$ cat src/rtl/predicate_mask_reader_if.sv
// Request/response handshake bundle between the issue stage and predicate_mask_reader.
// Latency: none (wires only).
// Backpressure: req_ready / resp_ready carry stalls in each direction.
// Ports: req_* = warp/register/op/lane request with valid-ready;
//        resp_* = combined lane mask plus any/all flags with valid-ready.
interface predicate_mask_reader_if #(
    parameter int NUM_LANES = 16,
    parameter int WARP_W    = 3,
    parameter int PADDR_W   = 5
);
    logic                 req_valid;
    logic                 req_ready;
    logic [WARP_W-1:0]    req_warp;
    logic [PADDR_W-1:0]   req_paddr_a;
    logic [PADDR_W-1:0]   req_paddr_b;
    logic [1:0]           req_op;
    logic [NUM_LANES-1:0] req_lane_en;
    logic                 resp_valid;
    logic                 resp_ready;
    logic [NUM_LANES-1:0] resp_mask;
    logic                 resp_any;
    logic                 resp_all;

    // Issue-stage side
    modport master (
        output req_valid, req_warp, req_paddr_a, req_paddr_b, req_op, req_lane_en, resp_ready,
        input  req_ready, resp_valid, resp_mask, resp_any, resp_all
    );

    // Reader side
    modport slave (
        input  req_valid, req_warp, req_paddr_a, req_paddr_b, req_op, req_lane_en, resp_ready,
        output req_ready, resp_valid, resp_mask, resp_any, resp_all
    );
endinterface

$ cat src/rtl/predicate_mask_reader.sv
// Read-side controller for the predicate register block: reads one or two predicate
// registers of a warp, combines them under a lane mask, returns mask + any/all.
// Latency: accept -> resp_valid in 2+RD_LATENCY cycles (plus hazard stall cycles).
// Backpressure: req_ready only in IDLE; response held stable until resp_ready.
// Ports: clk/rst (sync, active-high); bus = request/response handshake (slave);
//        warp_selector/read_en_*/raddr_* drive the register block, rdata_* return from it;
//        snoop_wen/snoop_waddr observe its write port; busy = not IDLE.
module predicate_mask_reader #(
    parameter int NUM_LANES  = 16,
    parameter int WARP_W     = 3,
    parameter int PADDR_W    = 5,
    parameter int RD_LATENCY = 0
) (
    input  logic                  clk,
    input  logic                  rst,
    predicate_mask_reader_if.slave bus,
    output logic [WARP_W-1:0]     warp_selector,
    output logic [NUM_LANES-1:0]  read_en_0,
    output logic [NUM_LANES-1:0]  read_en_1,
    output logic [PADDR_W-1:0]    raddr_0,
    output logic [PADDR_W-1:0]    raddr_1,
    input  logic [NUM_LANES-1:0]  rdata_0,
    input  logic [NUM_LANES-1:0]  rdata_1,
    input  logic [NUM_LANES-1:0]  snoop_wen,
    input  logic [PADDR_W-1:0]    snoop_waddr,
    output logic                  busy
);
    localparam int CNT_W = (RD_LATENCY > 1) ? $clog2(RD_LATENCY) : 1;
    localparam int LOADV = (RD_LATENCY > 0) ? RD_LATENCY - 1 : 0;

    typedef enum logic [1:0] {IDLE, ISSUE, WAIT, RESP} state_t;

    state_t               state_q, state_d;
    logic [CNT_W-1:0]     cnt_q, cnt_d;
    logic [WARP_W-1:0]    warp_q, warp_d;
    logic [PADDR_W-1:0]   pa_q, pa_d;
    logic [PADDR_W-1:0]   pb_q, pb_d;
    logic [1:0]           op_q, op_d;
    logic [NUM_LANES-1:0] lane_q, lane_d;
    logic [NUM_LANES-1:0] mask_q, mask_d;
    logic                 any_q, any_d;
    logic                 all_q, all_d;

    logic                 reading;
    logic                 hazard;
    logic [NUM_LANES-1:0] comb_mask;

    // Read ports are live for the whole ISSUE/WAIT window.
    assign reading = (state_q == ISSUE) || (state_q == WAIT);

    // Port B only matters when the op actually uses it; lanes we do not read cannot go stale.
    assign hazard = (|(snoop_wen & lane_q)) &&
                    ((snoop_waddr == pa_q) || ((op_q != 2'b00) && (snoop_waddr == pb_q)));

    always_comb begin
        comb_mask = rdata_0;
        case (op_q)
            2'b00:   comb_mask = rdata_0;
            2'b01:   comb_mask = rdata_0 & rdata_1;
            2'b10:   comb_mask = rdata_0 | rdata_1;
            default: comb_mask = rdata_0 & ~rdata_1;
        endcase
        comb_mask = comb_mask & lane_q;
    end

    always_comb begin
        state_d = state_q;
        cnt_d   = cnt_q;
        warp_d  = warp_q;
        pa_d    = pa_q;
        pb_d    = pb_q;
        op_d    = op_q;
        lane_d  = lane_q;
        mask_d  = mask_q;
        any_d   = any_q;
        all_d   = all_q;
        case (state_q)
            IDLE: begin
                if (bus.req_valid) begin
                    warp_d  = bus.req_warp;
                    pa_d    = bus.req_paddr_a;
                    pb_d    = bus.req_paddr_b;
                    op_d    = bus.req_op;
                    lane_d  = bus.req_lane_en;
                    state_d = ISSUE;
                end
            end
            ISSUE: begin
                if (!hazard) begin
                    if (RD_LATENCY == 0) begin
                        mask_d  = comb_mask;
                        any_d   = |comb_mask;
                        all_d   = (comb_mask == lane_q);
                        state_d = RESP;
                    end else begin
                        cnt_d   = CNT_W'(LOADV);
                        state_d = WAIT;
                    end
                end
            end
            WAIT: begin
                if (cnt_q == '0) begin
                    mask_d  = comb_mask;
                    any_d   = |comb_mask;
                    all_d   = (comb_mask == lane_q);
                    state_d = RESP;
                end else begin
                    cnt_d = cnt_q - 1'b1;
                end
            end
            default: begin
                if (bus.resp_ready) state_d = IDLE;
            end
        endcase
    end

    always_ff @(posedge clk) begin
        if (rst) begin
            state_q <= IDLE;
            cnt_q   <= '0;
            warp_q  <= '0;
            pa_q    <= '0;
            pb_q    <= '0;
            op_q    <= '0;
            lane_q  <= '0;
            mask_q  <= '0;
            any_q   <= 1'b0;
            all_q   <= 1'b0;
        end else begin
            state_q <= state_d;
            cnt_q   <= cnt_d;
            warp_q  <= warp_d;
            pa_q    <= pa_d;
            pb_q    <= pb_d;
            op_q    <= op_d;
            lane_q  <= lane_d;
            mask_q  <= mask_d;
            any_q   <= any_d;
            all_q   <= all_d;
        end
    end

    // Addresses and warp come straight from the latched request, so they hold through RESP.
    assign warp_selector  = warp_q;
    assign raddr_0        = pa_q;
    assign raddr_1        = pb_q;
    assign read_en_0      = reading ? lane_q : '0;
    assign read_en_1      = (reading && (op_q != 2'b00)) ? lane_q : '0;
    assign busy           = (state_q != IDLE);
    assign bus.req_ready  = (state_q == IDLE);
    assign bus.resp_valid = (state_q == RESP);
    assign bus.resp_mask  = mask_q;
    assign bus.resp_any   = any_q;
    assign bus.resp_all   = all_q;
endmodule

$ cat src/flat_wrapper.sv
// flat-port wrapper written by rule: the top's interface ports become plain ports
module predicate_mask_reader_flat 
#(
    parameter int NUM_LANES  = 16,
    parameter int WARP_W     = 3,
    parameter int PADDR_W    = 5,
    parameter int RD_LATENCY = 0
)
  (clk, rst, warp_selector, read_en_0, read_en_1, raddr_0, raddr_1, rdata_0, rdata_1, snoop_wen, snoop_waddr, busy, bus_req_valid, bus_req_warp, bus_req_paddr_a, bus_req_paddr_b, bus_req_op, bus_req_lane_en, bus_resp_ready, bus_req_ready, bus_resp_valid, bus_resp_mask, bus_resp_any, bus_resp_all);
  predicate_mask_reader_if #(.NUM_LANES(NUM_LANES), .WARP_W(WARP_W), .PADDR_W(PADDR_W)) bus_i ();
  input  logic clk;
  input  logic rst;
  output logic [WARP_W-1:0] warp_selector;
  output logic [NUM_LANES-1:0] read_en_0;
  output logic [NUM_LANES-1:0] read_en_1;
  output logic [PADDR_W-1:0] raddr_0;
  output logic [PADDR_W-1:0] raddr_1;
  input  logic [NUM_LANES-1:0] rdata_0;
  input  logic [NUM_LANES-1:0] rdata_1;
  input  logic [NUM_LANES-1:0] snoop_wen;
  input  logic [PADDR_W-1:0] snoop_waddr;
  output logic busy;
  input wire logic [$bits(bus_i.req_valid)-1:0] bus_req_valid;
  input wire logic [$bits(bus_i.req_warp)-1:0] bus_req_warp;
  input wire logic [$bits(bus_i.req_paddr_a)-1:0] bus_req_paddr_a;
  input wire logic [$bits(bus_i.req_paddr_b)-1:0] bus_req_paddr_b;
  input wire logic [$bits(bus_i.req_op)-1:0] bus_req_op;
  input wire logic [$bits(bus_i.req_lane_en)-1:0] bus_req_lane_en;
  input wire logic [$bits(bus_i.resp_ready)-1:0] bus_resp_ready;
  output wire logic [$bits(bus_i.req_ready)-1:0] bus_req_ready;
  output wire logic [$bits(bus_i.resp_valid)-1:0] bus_resp_valid;
  output wire logic [$bits(bus_i.resp_mask)-1:0] bus_resp_mask;
  output wire logic [$bits(bus_i.resp_any)-1:0] bus_resp_any;
  output wire logic [$bits(bus_i.resp_all)-1:0] bus_resp_all;
  assign bus_i.req_valid = bus_req_valid;
  assign bus_i.req_warp = bus_req_warp;
  assign bus_i.req_paddr_a = bus_req_paddr_a;
  assign bus_i.req_paddr_b = bus_req_paddr_b;
  assign bus_i.req_op = bus_req_op;
  assign bus_i.req_lane_en = bus_req_lane_en;
  assign bus_i.resp_ready = bus_resp_ready;
  assign bus_req_ready = bus_i.req_ready;
  assign bus_resp_valid = bus_i.resp_valid;
  assign bus_resp_mask = bus_i.resp_mask;
  assign bus_resp_any = bus_i.resp_any;
  assign bus_resp_all = bus_i.resp_all;
  predicate_mask_reader #(.NUM_LANES(NUM_LANES), .WARP_W(WARP_W), .PADDR_W(PADDR_W), .RD_LATENCY(RD_LATENCY)) u_core (.clk(clk), .rst(rst), .bus(bus_i), .warp_selector(warp_selector), .read_en_0(read_en_0), .read_en_1(read_en_1), .raddr_0(raddr_0), .raddr_1(raddr_1), .rdata_0(rdata_0), .rdata_1(rdata_1), .snoop_wen(snoop_wen), .snoop_waddr(snoop_waddr), .busy(busy));
endmodule
$ cat config.mk
export PLATFORM = sky130hd
export DESIGN_NAME = predicate_mask_reader_flat
export DESIGN_NICKNAME = d
export VERILOG_FILES = /design/src/rtl/predicate_mask_reader_if.sv /design/src/rtl/predicate_mask_reader.sv /design/src/flat_wrapper.sv
export SDC_FILE = /design/constraint.sdc
export NUM_CORES = 1
export LEC_CHECK = 0
export CAP_MARGIN = 15
export CORE_MARGIN = 2
export CORE_UTILIZATION = 30
export DETAILED_ROUTE_END_ITERATION = 8
export HOLD_SLACK_MARGIN = 0.02
export PLACE_DENSITY_LB_ADDON = 0.25
export SYNTH_ARGS = -nofsm -noshare
export SYNTH_HDL_FRONTEND = slang
export SYNTH_SLANG_ARGS = --single-unit
$ cat constraint.sdc
create_clock -name clk -period 4.9 [get_ports clk]
set_clock_uncertainty 0.1 [all_clocks]
set_input_delay 0.98 -clock clk [delete_from_list [all_inputs] [get_ports clk]]
set_output_delay 0.98 -clock clk [all_outputs]
set_load 0.05 [all_outputs]
## After elaboration in Yosys (flattened, before gate mapping)

Index checks and enable logic that the tools add are counted.

| word-level totals | value |
|---|---|
| flip-flop bits (word level) | 52 |

| cells by class | value |
|---|---|
| bitwise gates (word level) | 6 |
| reduce and logical (&&, ||, !) cells | 16 |
| add/sub/neg operators | 1 |
| equal/unequal tests | 11 |
| muxes and demuxes | 18 |

Operators by type and width:

| cell | count |
|---|---|
| 16-bit AND | 4 |
| 16-bit two-way mux | 4 |
| 16-bit one-hot mux with 3 select lines | 1 |
| 16-bit one-hot mux with 2 select lines | 1 |
| 16-bit OR reduction | 2 |
| 16-bit equality test | 1 |
| 16-bit NOT | 1 |
| 16-bit bitwise OR | 1 |
| 5-bit equality test | 2 |
| 2-bit two-way mux | 4 |
| 2-bit equality test (second input constant) | 3 |
| 2-bit inequality test (second input constant) | 3 |
| 2-bit one-hot mux with 3 select lines | 1 |
| 2-bit nonzero test | 3 |
| 1-bit two-way mux | 5 |
| 2-bit by 1-bit equality test with 1-bit output (second input constant) | 2 |
| 2-bit zero test | 2 |
| 1-bit one-hot mux with 2 select lines | 2 |
| 4-bit AND reduction | 1 |
| 4-bit nonzero test | 1 |
| 1-bit logical AND | 3 |
| 3-bit AND reduction | 1 |
| 1-bit logical OR | 2 |
| 2-bit AND reduction | 1 |
| 1-bit subtractor (second input constant) | 1 |

## Depth between registers and ports, before layout

| depth | value |
|---|---|
| depth after elaboration | 7 |
| gate-level depth with buffers | 9 |
| gate-level depth less buffers | 6 |

## Least setup slack after synthesis

No wires, ideal clock.

| timing | value |
|---|---|
| path kind | flip-flop to output port |
| from | register u_core.state_q[0] |
| to | output read_en_1[4] |
| cell stages (with the launch flop) | 5 |
| setup slack | 1.664 ns |
| data arrival time | 2.156 ns |
| cell sequence | dfxtp_1 inv_1 ha_1 clkinv_1 nor3_1 |

| on the way | value |
|---|---|
| longest elaborated chain between the ends | 4 |
| elaborated cells between the ends (all ways) | 5 |
| classes of those cells | 2 x eq/ne; 1 x mux; 2 x reduce/logical |

Ends and longest elaborated chain:

| item | RTL line | source |
|---|---|---|
| start: declaration | predicate_mask_reader.sv:33 | `state_t state_q, state_d;` |
| start signal: assignment | predicate_mask_reader.sv:130 | `state_q <= state_d;` |
| 2-bit by 1-bit equality test with 1-bit output or 2-bit equality test (tied branches) | predicate_mask_reader.sv:49 | `assign reading = (state_q == ISSUE) \|\| (state_q == WAIT);` |
| 1-bit logical OR * | predicate_mask_reader.sv:49 |  |
| 1-bit logical AND * | predicate_mask_reader.sv:148 | `assign read_en_1 = (reading && (op_q != 2'b00)) ? lane_q : '0;` |
| 16-bit two-way mux * | predicate_mask_reader.sv:148 |  |
| end: declaration | flat_wrapper.sv:15 | `output logic [NUM_LANES-1:0] read_en_1;` |

Mark *: on every way between the ends. The rest lies on a longest branch, timed or not.

## Worst setup path after layout

| timing | value |
|---|---|
| from | register u_core.state_q[0] |
| to | output read_en_1[9] |

Same word-level chain as after synthesis.

==> summary.md <==
| Metric | Value |
|---|---|
| Synth cell types | `46` |
| Clk network pwr share | `12.9%` |
| Final hold viol count | `0` |
| Compound-Gate Fraction of Synth Area | `28.1%` |
| Gpl congestion | `0.877` |
| Power per cell area | `404 mW/mm²` |
| ANT cells | `0` |
| Mapped Cells | `413` |
| Worst setup path startpoint | `u_core.state_q[0]` |
| Sequential power share | `30.5%` |
| Minimum clock period | `4.24 ns` |
| Vias per cell | `5.08` |
| Area of the multi-input gates | `0.00190 mm²` |
| Die footprint | `0.0111 mm²` |
| Deepest clock path buffer count | `2` |
| Async SR Flop Fraction | `0%` |
| Syn avg cell area | `7.48 µm²` |
| Sw Ratio | `49.2%` |
| Clock Latency Late Sink | `0.30 ns` |
| TritonCTS clock tree | `yes` |
| Post-synth EDFFs | `0` |
| Mapped Nets | `506` |
| Crit share post-route | `86.4%` |
| Slew HR | `24.2%` |
| Sequential share of the synthesized area | `33.0%` |
| RSZ-0062 raised after global routing | `false` |
| PortBufs | `153` |
| Final nets | `645` |
| Seq cells post-synth | `51` |
| Peak supply drop | `0.196 mV` |
| Global-route wire length before repair | `18,000 µm` |
| First drt pass iteration count | `4` |
| Reg2reg setup slack | `1.99 ns` |
| Die span in x | `105 µm` |
| Final Non-Filler Cells | `688` |
| Final setup fails | `0` |
| Fmax achieved | `0.236 GHz` |
| Avg WL per Cell | `16.5 µm` |
| Die height | `105 µm` |
| Setup TNS Final | `0 ns` |
| Number of global-route vias before repair | `3,539` |
| Pleak | `1.62 nW` |
| Via count | `3,494` |
| GRT Total Usage | `20.3%` |
| Clock Tree Root | `clkbuf_8` |
| Post-synth top flop | `dfxtp_1` |
| Core box area | `0.0101 mm²` |
| Maximum Capacitance Violations | `0` |
| Combinational share of power | `56.6%` |
| Clock sinks | `51` |
| Post-CTS setup buffers | `0` |
| Largest net degree at the start of global routing | `59` |
| CTS Hold Bufs | `0` |
| Initial antenna violation count | `0` |
| P_sw | `948 µW` |
| Initial Utilization | `30.5%` |
| FF/Latch Area | `0.00102 mm²` |
| XOR/XNOR Fraction of Synth Area | `3.97%` |
| Worst Tran Pin Value | `1.14 ns` |
| Critical Path End | `read_en_1[9]` |
| Remaining Overflow, GRT | `0` |
| Worst R2R Start | `u_core.op_q[0]` |
| HPWL after detailed placement | `8730 µm` |
| Final WL | `11,400 µm` |
| Area delta synth->final | `54.3%` |
| Inserted Clock Buffers | `5` |
| Post-route DRC violation count | `0` |
| Iter 0 DRT Violations | `136` |
| Reg2reg end | `u_core.bus.resp_any` |
| CP startpoint kind | `flip-flop` |
| Post-DP Area | `0.00468 mm²` |
| Mapped Area | `0.00309 mm²` |
| Main combinational cell family by area after synthesis | `compound AO/OA/AOI/OAI gates` |
| Post-CTS sizing | `0` |
| Slew Viols, Final | `0` |
| Crit end category | `output pin` |
| YS warnings | `0` |
| R2R depth | `6` |
| FILL cells | `1,019` |
| Post-Place Cells | `681` |
| Reg clk slew, reported paths | `0.09 ns` |
| Row Count | `37` |
| Worst endpoint data arrival time | `3.16 ns` |
| Post-DRT Antenna Nets | `0` |
| Synthesized-area fraction occupied by adder cells | `2.02%` |
| Worst hold path type | `flip-flop to flip-flop` |
| Critical Path RT | `3.82 ns` |
| H-tree depth | `2` |
| IO Pins | `154` |
| Layout cells sized above 1 | `3.44%` |
| Final instance area | `0.00477 mm²` |
| Status | `completed` |
| Crit path kind | `flip-flop to output pin` |
| Int Pwr | `977 µW` |
| Worst-path fanout max | `16` |
| Synth Area in Simple Gates | `27.4%` |
| Mux contribution to synthesized area | `0%` |
==> sequential cells by signal, summed over array words and instances (netlist names) <==
signal	flops
u_core.state_q	2
u_core.raddr_0	5
u_core.raddr_1	5
u_core.bus.resp_mask	16
u_core.bus.resp_any	1
u_core.lane_q	16
u_core.warp_selector	3
u_core.op_q	2
u_core.bus.resp_all	1
==> worst min-delay path by stage <==
stage | start | end | slack (ns) | depth (start not counted)
after floorplan | u_core.lane_q[5] | u_core.lane_q[5] | 0.37 | 2
after global placement | u_core.warp_selector[1] | u_core.warp_selector[1] | 0.34 | 2
after detailed placement | u_core.bus.resp_mask[12] | u_core.bus.resp_mask[12] | 0.35 | 2
after CTS | u_core.bus.resp_mask[12] | u_core.bus.resp_mask[12] | 0.36 | 2
after global routing | u_core.bus.resp_mask[13] | u_core.bus.resp_mask[13] | 0.38 | 2
final | u_core.bus.resp_mask[12] | u_core.bus.resp_mask[12] | 0.36 | 2
==> cell usage in the layout, fill, tap and decap left out, types with 4 or more instances in the layout <==
| cell | synthesis | routed |
|---|---|---|
| a22oi_1 | 15 | 15 |
| inv_1 | 8 | 8 |
| o41ai_1 | 6 | 6 |
| xnor2_1 | 13 | 13 |
| nand3b_1 | 6 | 6 |
| a221oi_1 | 5 | 5 |
| a21oi_1 | 55 | 55 |
| a22o_1 | 7 | 7 |
| clkdlybuf4s50_1 | 0 | 152 |
| a21o_1 | 5 | 5 |
| clkbuf_8 | 0 | 6 |
| buf_4 | 4 | 4 |
| and2_1 | 27 | 27 |
| dfxtp_1 | 51 | 51 |
| o21ai_0 | 15 | 15 |
| ha_1 | 5 | 5 |
| nand2_1 | 88 | 88 |
| nand2b_1 | 11 | 11 |
| nor3_1 | 6 | 6 |
| a211oi_1 | 12 | 12 |
| nor2_1 | 19 | 19 |
| nand4_1 | 6 | 6 |
==> metrics by stage <==
step / setup WS [ns] / hold WS (ns) / total power, mW / util [%]
after global routing: 0.403 / 0.379 / 2.06 / 47.0
after floorplan: 1.66 / 0.372 / 1.31 / -
after detailed placement: 0.983 / 0.350 / 1.69 / 46.2
final: 0.664 / 0.359 / 1.93 / 47.0
after CTS: 0.640 / 0.364 / 1.94 / 47.0
after global placement: 1.12 / 0.344 / 1.67 / 46.2
==> logic make-up after synthesis <==
family,Yosys count
xor+xnor,14
flops,51
compound gates,133
buf+inv,34
simple gates,176
fa+ha+maj,5
==> power groups by stage <==
stage               sequential, mW  combinational (mW)  clock (mW)
global placement             0.592                1.08           0
global route                 0.599                1.19       0.276
floorplan                    0.669               0.641           0
CTS                          0.587                1.10       0.259
detailed placement           0.596                1.09           0
finish                       0.587                1.09       0.248
==> Yosys cell counts (8+ instances only) <==
cell type,n,area (µm²)
clkbuf_1,12,45.0
inv_1,8,30.0
a21oi_1,55,275
dfxtp_1,51,1020
and2_1,27,169
a211oi_1,12,90.1
nand2_1,88,330
xnor2_1,13,114
nor2_1,19,71.3
nand2b_1,11,68.8
a22oi_1,15,113
o21ai_0,15,75.1
==> layer usage <==
layer	GRT usage, %	up-vias	wire length (µm)
li1	-	1730	-
met1	25.8	1609	4970
met2	35.1	145	5550
met3	3.71	10	719
met4	5.55	0	129
met5	0	-	0
==> final cells by class <==
cell class | instances | area share, %
multi-input combinational | 328 | 39.8
timing repair buffer | 157 | 32.6
sequential | 51 | 21.4
tap | 136 | 3.57
clock buffer | 6 | 1.73
inverter | 9 | 0.708
clock inverter | 1 | 0.105
==> critical path, cell delays in order, from the launching register on <==
cell and delay (ns):
dfxtp_1 0.42, inv_1 0.10, ha_1 0.59, clkinv_1 0.41, nor2_1 0.19, buf_4 0.20, and2_1 0.15, clkdlybuf4s50_1 0.80
No activity file was read; power rests on OpenSTA's default activity.
